[src/rtl/seq_detect_ctrl.sv]
// seq_detect_ctrl: word-level front end for a bit-serial "seq_detect" instance.
// Accepts a word, clears the detector, shifts the word out LSB-first, then
// collects the detector's flag pulses into a per-word hit count, a found bit
// and the index of the first bit that produced a flag.
module seq_detect_ctrl #(
    parameter int W        = 8,
    parameter int FLAG_LAT = 1,
    parameter int IDX_W    = $clog2(W),
    parameter int CNT_W    = $clog2(W + 1)
) (
    input  logic             clk,
    input  logic             rst,
    input  logic [W-1:0]     word_in,
    input  logic             word_valid,
    output logic             word_ready,
    output logic             det_din,
    output logic             det_rst_n,
    input  logic             det_flag,
    output logic             busy,
    output logic             res_valid,
    input  logic             res_ready,
    output logic [CNT_W-1:0] res_hits,
    output logic             res_found,
    output logic [IDX_W-1:0] res_first
);

    // Cycle counter spans SHIFT and DRAIN: 0 .. W+FLAG_LAT-1.
    localparam int CYC_W = $clog2(W + FLAG_LAT + 1);

    typedef enum logic [2:0] {
        S_IDLE,
        S_CLR,
        S_SHIFT,
        S_DRAIN,
        S_DONE
    } state_t;

    state_t             state_q, state_d;
    logic [W-1:0]       sreg_q, sreg_d;
    logic [CYC_W-1:0]   cyc_q, cyc_d;
    logic [CNT_W-1:0]   hits_q, hits_d;
    logic               found_q, found_d;
    logic [IDX_W-1:0]   first_q, first_d;
    logic               din_q, din_d;
    logic               rstn_q, rstn_d;
    logic               wrdy_q, wrdy_d;
    logic               rvld_q, rvld_d;
    logic               in_win;

    // State and registered outputs; rst drops everything back to idle/cleared.
    always_ff @(posedge clk or posedge rst) begin
        if (rst) begin
            state_q <= S_IDLE;
            sreg_q  <= '0;
            cyc_q   <= '0;
            hits_q  <= '0;
            found_q <= 1'b0;
            first_q <= '0;
            din_q   <= 1'b0;
            rstn_q  <= 1'b0;
            wrdy_q  <= 1'b0;
            rvld_q  <= 1'b0;
        end else begin
            state_q <= state_d;
            sreg_q  <= sreg_d;
            cyc_q   <= cyc_d;
            hits_q  <= hits_d;
            found_q <= found_d;
            first_q <= first_d;
            din_q   <= din_d;
            rstn_q  <= rstn_d;
            wrdy_q  <= wrdy_d;
            rvld_q  <= rvld_d;
        end
    end

    // Next-state logic. Registered outputs are computed for the cycle being
    // entered, so det_din/det_rst_n line up exactly with the state they serve.
    always_comb begin
        state_d = state_q;
        sreg_d  = sreg_q;
        cyc_d   = cyc_q;
        hits_d  = hits_q;
        found_d = found_q;
        first_d = first_q;
        din_d   = din_q;
        rstn_d  = rstn_q;
        wrdy_d  = wrdy_q;
        rvld_d  = rvld_q;

        // Flag for bit k shows up FLAG_LAT cycles after SHIFT cycle k.
        in_win = ((state_q == S_SHIFT) || (state_q == S_DRAIN)) &&
                 (cyc_q >= CYC_W'(FLAG_LAT));

        case (state_q)
            S_IDLE: begin
                wrdy_d = 1'b1;
                rstn_d = 1'b1;
                din_d  = 1'b0;
                if (word_valid && wrdy_q) begin
                    sreg_d  = word_in;
                    hits_d  = '0;
                    found_d = 1'b0;
                    first_d = '0;
                    wrdy_d  = 1'b0;
                    rstn_d  = 1'b0;   // one CLR cycle with the detector held in reset
                    state_d = S_CLR;
                end
            end
            S_CLR: begin
                rstn_d  = 1'b1;
                din_d   = sreg_q[0];
                sreg_d  = sreg_q >> 1;
                cyc_d   = '0;
                state_d = S_SHIFT;
            end
            S_SHIFT: begin
                cyc_d = cyc_q + 1'b1;
                if (cyc_q == CYC_W'(W - 1)) begin
                    din_d   = 1'b0;
                    state_d = S_DRAIN;
                end else begin
                    din_d  = sreg_q[0];
                    sreg_d = sreg_q >> 1;
                end
            end
            S_DRAIN: begin
                cyc_d = cyc_q + 1'b1;
                din_d = 1'b0;
                if (cyc_q == CYC_W'(W + FLAG_LAT - 1)) begin
                    rvld_d  = 1'b1;
                    state_d = S_DONE;
                end
            end
            S_DONE: begin
                if (rvld_q && res_ready) begin
                    rvld_d  = 1'b0;
                    wrdy_d  = 1'b1;
                    state_d = S_IDLE;
                end
            end
            default: state_d = S_IDLE;
        endcase

        // Hit accounting inside the window; count saturates at W.
        if (in_win && det_flag) begin
            if (hits_q != CNT_W'(W))
                hits_d = hits_q + 1'b1;
            if (!found_q) begin
                found_d = 1'b1;
                first_d = IDX_W'(cyc_q - CYC_W'(FLAG_LAT));
            end
        end
    end

    assign word_ready = wrdy_q;
    assign det_din    = din_q;
    assign det_rst_n  = rstn_q;
    assign busy       = (state_q != S_IDLE);
    assign res_valid  = rvld_q;
    assign res_hits   = hits_q;
    assign res_found  = found_q;
    assign res_first  = first_q;

endmodule

[config.mk]
export PLATFORM = sky130hd
export DESIGN_NAME = seq_detect_ctrl
export DESIGN_NICKNAME = d
export VERILOG_FILES = /design/src/rtl/seq_detect_ctrl.sv
export SDC_FILE = /design/constraint.sdc
export NUM_CORES = 1
export LEC_CHECK = 0
export ABC_AREA = 1
export CORE_MARGIN = 5
export CORE_UTILIZATION = 45
export CTS_CLUSTER_SIZE = 20
export DETAILED_ROUTE_END_ITERATION = 10
export PLACE_DENSITY = 0.65
export SETUP_SLACK_MARGIN = 0.05
export SYNTH_ARGS = -nofsm -noshare
export SYNTH_HDL_FRONTEND = slang
export SYNTH_SLANG_ARGS = --single-unit
export TNS_END_PERCENT = 100
[constraint.sdc]
create_clock -name clk -period 1.89 [get_ports clk]
set_input_delay 0.378 -clock clk [delete_from_list [all_inputs] [get_ports clk]]
set_output_delay 0.378 -clock clk [all_outputs]
set_load 0.02 [all_outputs]
## Word-level counts from Yosys, hierarchy flattened

Index checks and enable logic that the tools add are counted.
W data, S select, Z words.

| operators by class | value |
|---|---|
| divide/modulo/power cells | 0 |
| muxes and demuxes | 30 |
| shift operators | 0 |
| multiply operators | 0 |
| reduce and logical (&&, ||, !) cells | 19 |
| $add $sub $neg | 3 |
| magnitude comparators | 1 |
| equality and inequality tests | 12 |
| bitwise gates (word level) | 0 |

Operators with widths:

| kind | count |
|---|---|
| $mux W3 | 8 |
| $pmux W8 S3 | 1 |
| $mux W4 | 4 |
| $mux W8 | 2 |
| $pmux W3 S5 | 1 |
| $mux W1 | 9 |
| $reduce_bool A3 Y1 | 3 |
| $add A4 B1 Y4 const B | 2 |
| $pmux W4 S2 | 1 |
| $reduce_bool A2 Y1 | 4 |
| $eq A3 B2 Y1 const B | 2 |
| $ne A2 B2 Y1 const B | 3 |
| $pmux W1 S2 | 3 |
| $reduce_and A3 Y1 | 2 |
| $eq A4 B3 Y1 const B | 1 |
| $eq A4 B4 Y1 const B | 1 |
| $ge A4 B1 Y1 const B | 1 |
| $logic_and A1 B1 Y1 | 4 |
| $ne A2 B1 Y1 const B | 2 |
| $ne A4 B4 Y1 const B | 1 |
| $reduce_and A4 Y1 | 1 |
| $reduce_or A2 Y1 | 2 |
| $eq A3 B1 Y1 const B | 1 |
| $eq A3 B3 Y1 const B | 1 |
| 5 further kinds | 5 |

| storage, ports and cells | value |
|---|---|
| bits in latches | 0 |
| memory bits (writable) | 0 |
| word-level logic and storage cells | 75 |
| output and inout bits | 13 |
| memory bits (read-only) | 0 |
| bits of input ports | 13 |
| flip-flop bits (word level) | 27 |
| memories kept | 0 |

## Longest topological paths before layout

| logic depth | value |
|---|---|
| depth in word-level cells | 5 |
| depth in mapped cells | 9 |

## Least setup slack after synthesis

No wires, ideal clock.

| path | value |
|---|---|
| path type | register to register |
| from | register cyc_q[0] |
| to | register first_q[0], in the netlist res_first[0] |
| path slack | 0.564 ns |
| library setup time | 0.067 ns |
| stages on the path, launching flop included | 8 |
| clock period less this slack | 1.326 ns |
| data arrival time | 1.259 ns |
| cells stage by stage | dfrtp_1 -> inv_1 -> ha_1 -> inv_1 -> nor2_1 -> a21boi_0 -> nand4_1 -> nand2_1 |

| on the way | value |
|---|---|
| word-level cells in the longest chain between the ends | 4 |
| elaborated cells between the ends (all ways) | 6 |
| those cells by class | add/sub (1); order compare (1); mux (2); reduce/logical (2) |

RTL lines:

| element | RTL line | RTL |
|---|---|---|
| start, declared | 40 | `logic [CYC_W-1:0] cyc_q, cyc_d;` |
| start signal, assigned | 66 | `cyc_q <= cyc_d;` |
| $ge A4 B1 Y1 | 93 | `(cyc_q >= CYC_W'(FLAG_LAT));` |
| $logic_and A1 B1 Y1 | 92 | `in_win = ((state_q == S_SHIFT) \|\| (state_q == S_DRAIN)) &&` |
| $logic_and A1 B1 Y1 | 146 | `if (in_win && det_flag) begin` |
| $mux W3 * | 146 |  |
| net first_d[0] | 43 | `logic [IDX_W-1:0] first_q, first_d;` |
| end signal, assigned | 69 | `first_q <= first_d;` |
| end, declared | 43 |  |

Mark *: on every way through the listed nets, which the timed path passes. The rest lies on a longest branch.
A chain may end at the register's enable or synchronous reset.

==> results by group <==
Die
  • Initial Util: a little under half
  • Ports: 26
  • DIE AREA: just under 5000 µm²
  • Die Height: slightly below 70 µm
  • Row Count: 21
  • Core area: 3390 µm²
  • Chip width: 69.4 µm

Synth
  • Post-Synth Simple-Gate Area: just under 40%
  • Multiplexer area fraction after synthesis: 0%
  • Post-Synthesis Cell Area: approximately 1600 µm²
  • Mapped Avg Cell Area: roughly 7.7 µm²
  • Post-synthesis sequential area ratio: a little over two fifths
  • Syn Inst Count: 206
  • Post-Synth XOR/XNOR Area: under 10%
  • Largest family of logic cells by synthesized area: simple AND/OR/NAND/NOR gates
  • Syn nets: 224
  • Ys Warns: 0
  • Post-synthesis compound-gate area fraction: under 10%
  • Post-synth cell types: 25
  • Adder-cell share of the synthesized area: 3.94%
  • Yosys reg bits: 27

Placed design
  • Placed Area: 1880 µm²
  • Pre-CTS setup slack: around 220 ps
  • PortBufs: 25
  • HPWL after detailed placement: about 2.4 mm
  • GP Congestion: ~0.84

Timing
  • Worst Max-Slew Pin Slew: between 300 and 400 ps
  • FMAX: around 570 MHz
  • Max Transition Viols Final: 0
  • Final worst slack: ~120 ps
  • Tcrit/Tclk final: between 90% and 100%
  • Crit path time final: ~1800 ps
  • Final Hold Fails: 0
  • Unrepaired setup endpoints after global routing: no
  • Fin Clk Skew: roughly 4.2 ps
  • Final TNS setup: 0 ps
  • Slew margin rel.: 77.5%
  • Final setup fails: 0

Global route
  • Total global routing overflow: 0
  • Total GRT Usage: 14.2%
  • Initial antenna violation count: 0
  • Largest net degree at the start of global routing: 28
  • Vias in the first global route: between 1000 and 1500
  • First-pass GRT wire length: 5.91 mm

Setup path
  • Required @ worst endpoint: 1510 ps
  • CP Max Fanout: 5
  • Crit start category: register
  • Crit. End Element: output port
  • Crit path max-delay family: buffers and inverters
  • Crit path largest cell delay: between 600 and 700 ps
  • Critical path, cell by cell: clkdlybuf4s50_1
  • CP Data Arrival Time: ~1400 ps
  • CP Class: register to output port
  • CP max stage cell: clkdlybuf4s50_1
  • CP bufs+invs: 1

Layout
  • Final layout net count: about 250
  • Area Growth Syn to Fin: 20.1%
  • Final instance area: 1910 µm²
  • Commonest cells after routing, fill and taps aside: 73 x nand2_1, 27 x dfrtp_1, 26 x nand3_1
  • Ant. Diodes: 0
  • Most common cell after layout, fill and taps aside: nand2_1
  • Share of layout cells above drive strength 1: 8.97%

Clock tree
  • Clock Path Buffers: 2
  • CTS Buf Count: 3
  • Clock transition at path regs: ~150 ps
  • Clk sink count: 27
  • Clk Latency, worst-skew pair: ~320 ps
  • CTS tree: done
  • H-tree depth: 1
  • Root Buffer: clkbuf_4

Pwr
  • P per Cell Area: 1710 nW/µm²
  • Peak supply drop: 0.650 mV
  • Pleak: a little over 1 nW

Run status
  • Status: completed

Drt
  • Remaining antenna violation count after routing: 0
  • Iter 0 DRT Violations: roughly 90
  • Via/cell ratio: 4.83
  • WL final: 3.27 mm
  • Via count: about 1400
  • Wire length per cell: 11.7 µm
  • 1st-pass router iterations: 4
  • # DRC: 0

Worst hold path
  • Hold Crit Class: primary input to async pin

Run
  • # Max-Cap Violations: 0
==> routing by layer <==
metal / global-route usage, % / up-vias / share of wire [%]
met5: 0 / - / 0
met4: 3.90 / 0 / 0.64
met3: 2.17 / 2 / 2.6
met2: 23.9 / 19 / 49
met1: 18.7 / 626 / 48
li1: - / 705 / -
==> Yosys cell counts <==
| cell type | count | share of area, % |
|---|---|---|
| nand2_2 | 2 | 0.79 |
| nor2_1 | 14 | 3.3 |
| nand3_4 | 1 | 1.1 |
| nand4_2 | 1 | 0.79 |
| nand3_2 | 1 | 0.63 |
| xor2_1 | 2 | 1.1 |
| dfrtp_1 | 27 | 43 |
| nor2_8 | 1 | 1.3 |
| xnor2_1 | 1 | 0.55 |
| buf_6 | 3 | 2.1 |
| nor2_2 | 1 | 0.39 |
| or2_2 | 1 | 0.39 |
| o22ai_1 | 1 | 0.39 |
| nor2_4 | 2 | 1.4 |
| nand4_1 | 6 | 2.4 |
| nand2_4 | 2 | 1.4 |
| nand3_1 | 26 | 8.2 |
| inv_1 | 22 | 5.2 |
| inv_2 | 2 | 0.47 |
| o21ai_0 | 5 | 1.6 |
| ha_1 | 5 | 3.9 |
| a21oi_1 | 3 | 0.94 |
| buf_4 | 2 | 0.94 |
| a21boi_0 | 2 | 0.94 |
| nand2_1 | 73 | 17 |
==> state kept, by name (all words and copies together) (netlist names), named ones only <==
signal      flops
det_din         1
det_rst_n       1
res_hits        3
word_ready      1
res_valid       1
sreg_q          8
res_first       3
res_found       1
state_q         3
cyc_q           4
==> path summary, 6_finish.rpt <==
| check | start | end | slack [ps] | cells after the start |
|---|---|---|---|---|
| setup / recovery | register | res_hits[1] | 120 | 1 |
| hold / removal | rst | state_q[0] | 410 | 3 |
| setup reg to reg | state_q[0] | sreg_q[6] | 350 | 8 |
| hold reg to reg | sreg_q[7] | sreg_q[7] | 500 | 2 |
| max in group asynchronous | rst | res_found | 1230 | 3 |
| min in group clk | sreg_q[7] | sreg_q[7] | 500 | 2 |
==> kinds of logic (layout without fill, tap and decap cells) <==
kind of cell	Yosys count	count (layout)
AND/OR/NAND/NOR	131	131
XOR/XNOR	3	3
flip-flops	27	27
AO/OA/AOI/OAI	11	11
adder cells (fa/ha/maj)	5	5
buffers and inverters	29	57
==> repair_timing <==
action                                 4_1_cts  5_1_grt
gates resized for setup                      1        3
setup endpoints to repair                    1        3
hold buffers                                 0        0
buffers inserted                             0        0
pin swaps                                    0        0
endpoints found under the hold margin        0        0
==> where the power goes <==
group          total (mW)  internal, mW  switching, mW
combinational        1.95         0.736           1.21
sequential           1.06         0.842          0.216
clock               0.255        0.0826          0.172
==> layout make-up <==
class                           instances  area (µm²)
Inverter                               24        90.1
Clock buffer                            4        26.3
Fill cell                             331        1480
Multi-Input combinational cell        150         774
Sequential cell                        27         676
Tap cell                               46        57.6
Timing Repair Buffer                   29         284
==> through the flow <==
step | power, mW | util (%) | instances | hold WS (ps)
2_1_floorplan | 2.49 | - | 206 | 431
3_3_place_gp | 3.00 | 55.4 | 276 | 461
3_5_place_dp | 3.04 | 55.4 | 276 | 464
4_1_cts | 3.30 | 56.1 | 280 | 424
5_1_grt | 3.61 | 56.3 | 280 | 449
6_report | 3.26 | 56.3 | 280 | 406
Power figures use the tool's default switching activity.
==> RTL change, RTL diff (same flow settings) <==
Change the parameter `FLAG_LAT` from 1 to 2. Comments in the files are not updated.
--- a/src/rtl/seq_detect_ctrl.sv
+++ b/src/rtl/seq_detect_ctrl.sv
@@ -6,3 +6,3 @@
     parameter int W        = 8,
-    parameter int FLAG_LAT = 1,
+    parameter int FLAG_LAT = 2,
     parameter int IDX_W    = $clog2(W),
Function: changed (a bounded check fails within 10 cycles, from zero or initial values and one cycle with rst high).
==> RTL change against the original RTL <==
- maximum frequency decreased by 1.3%
- critical path depth did not move
- total power shrank 6.8%
- synthesized cell count is 6.8% lower
- hold slack worse by 0.0084 ns
- area after synthesis down 5.7%
- critical path type unchanged
- wire length is 2.1% higher
- setup slack lost 0.023 ns
- design area shrank 3.7%
- first-iteration DRC count is 10% lower
- sequential cell count did not move
- non-clock buffer count down 2
==> RTL change: results (changes against the original RTL) <==
\begin{tabular}{lr}
\hline
Metric & Value \\
\hline
\multicolumn{2}{l}{\textbf{Logic synthesis}} \\
\quad Nets in the synthesized netlist & 211 (-5.8\%) \\
\quad Gate count of the mapped netlist & 192 (-6.8\%) \\
\quad Synthesized cell area & 1498 um\^{}2 (-5.7\%) \\
\quad Sequential share of the synthesized area & 0.4511 (+0.02593) \\
\multicolumn{2}{l}{\textbf{Worst setup path}} \\
\quad Crit path to & res\_hits[2] \\
\quad Worst setup slack for register-to-register paths & 0.31 ns (-0.04 ns) \\
\quad Depth of the worst register-to-register path & 7 (-1) \\
\multicolumn{2}{l}{\textbf{Status}} \\
\quad Result of the run & finished clean \\
\multicolumn{2}{l}{\textbf{Detailed routing}} \\
\quad Final routed wire length divided by cell count & 12.49 um (+7.1\%) \\
\quad Overall routed net length & 3335 um (+2.1\%) \\
\quad Ratio of routed vias to standard cells & 5.045 (+4.5\%) \\
\multicolumn{2}{l}{\textbf{Placement}} \\
\quad Global placement routability congestion & 0.8393 (-0.45\%) \\
\multicolumn{2}{l}{\textbf{Cells and area}} \\
\quad Share of layout cells above drive strength 1 & 0.1086 (+0.01885) \\
\quad Final Net Count & 241 (-4.7\%) \\
\quad Buffer share of cell area & 0.1457 (-0.003175) \\
\quad Proportion of cell area occupied by registers & 0.3683 (+0.01418) \\
\quad Count of fill cells added during filler insertion & 321 (-3.0\%) \\
\quad Signal inverters & 20 (-17\%) \\
\quad Util after Layout & 0.5596 (-0.003319) \\
\multicolumn{2}{l}{\textbf{STA}} \\
\quad Maximum clock skew at final layout & 0.001513 ns (-0.002686 ns) \\
\quad Hold Worst Slack & 0.3980 ns (-0.008381 ns) \\
\quad Fmax & 0.5590 GHz (-1.3\%) \\
\multicolumn{2}{l}{\textbf{Global routing}} \\
\quad Met1 routing resource usage after global routing & 0.2283 (+0.04126) \\
\quad Met3 routing resource usage after global routing & 0.02496 (+0.003219) \\
\multicolumn{2}{l}{\textbf{Pwr}} \\
\quad Fraction of power spent switching nets & 0.4869 (-0.004042) \\
\quad Leakage power & 0.9692 nW (-6.5\%) \\
\hline
\end{tabular}
-- RTL change: logic make-up (layout without fill, tap and decap cells) --
family,Yosys count,after routing,share of synthesized area
and+or+nand+nor,120,120,0.3759
DFF,27,27,0.4511
buffers and inverters,22,51,0.05848
AOI/OAI and AO/OA,15,15,0.05263
adders and majority gates,6,6,0.05012
xor gates and xnor gates,2,2,0.01170
-- RTL change: routing by layer --
metal / share of wire / routed length (um)
met5: 0 / 0
met1: 0.49 / 1644
met4: 0.0075 / 25
met3: 0.046 / 154
met2: 0.45 / 1511
-- RTL change: how the worst min path moves through the flow --
stage | start | end | cells after the start
detailed placement | sreg_q[7]$_DFFE_PP0P_ | sreg_q[7]$_DFFE_PP0P_ | 2
global placement | sreg_q[7]$_DFFE_PP0P_ | sreg_q[7]$_DFFE_PP0P_ | 2
finish | rst | sreg_q[5]$_DFFE_PP0P_ | 3
global route | rst | res_hits[3]$_DFF_PP0_ | 3
CTS | rst | sreg_q[4]$_DFFE_PP0P_ | 3
floorplan | rst | async pin | 1
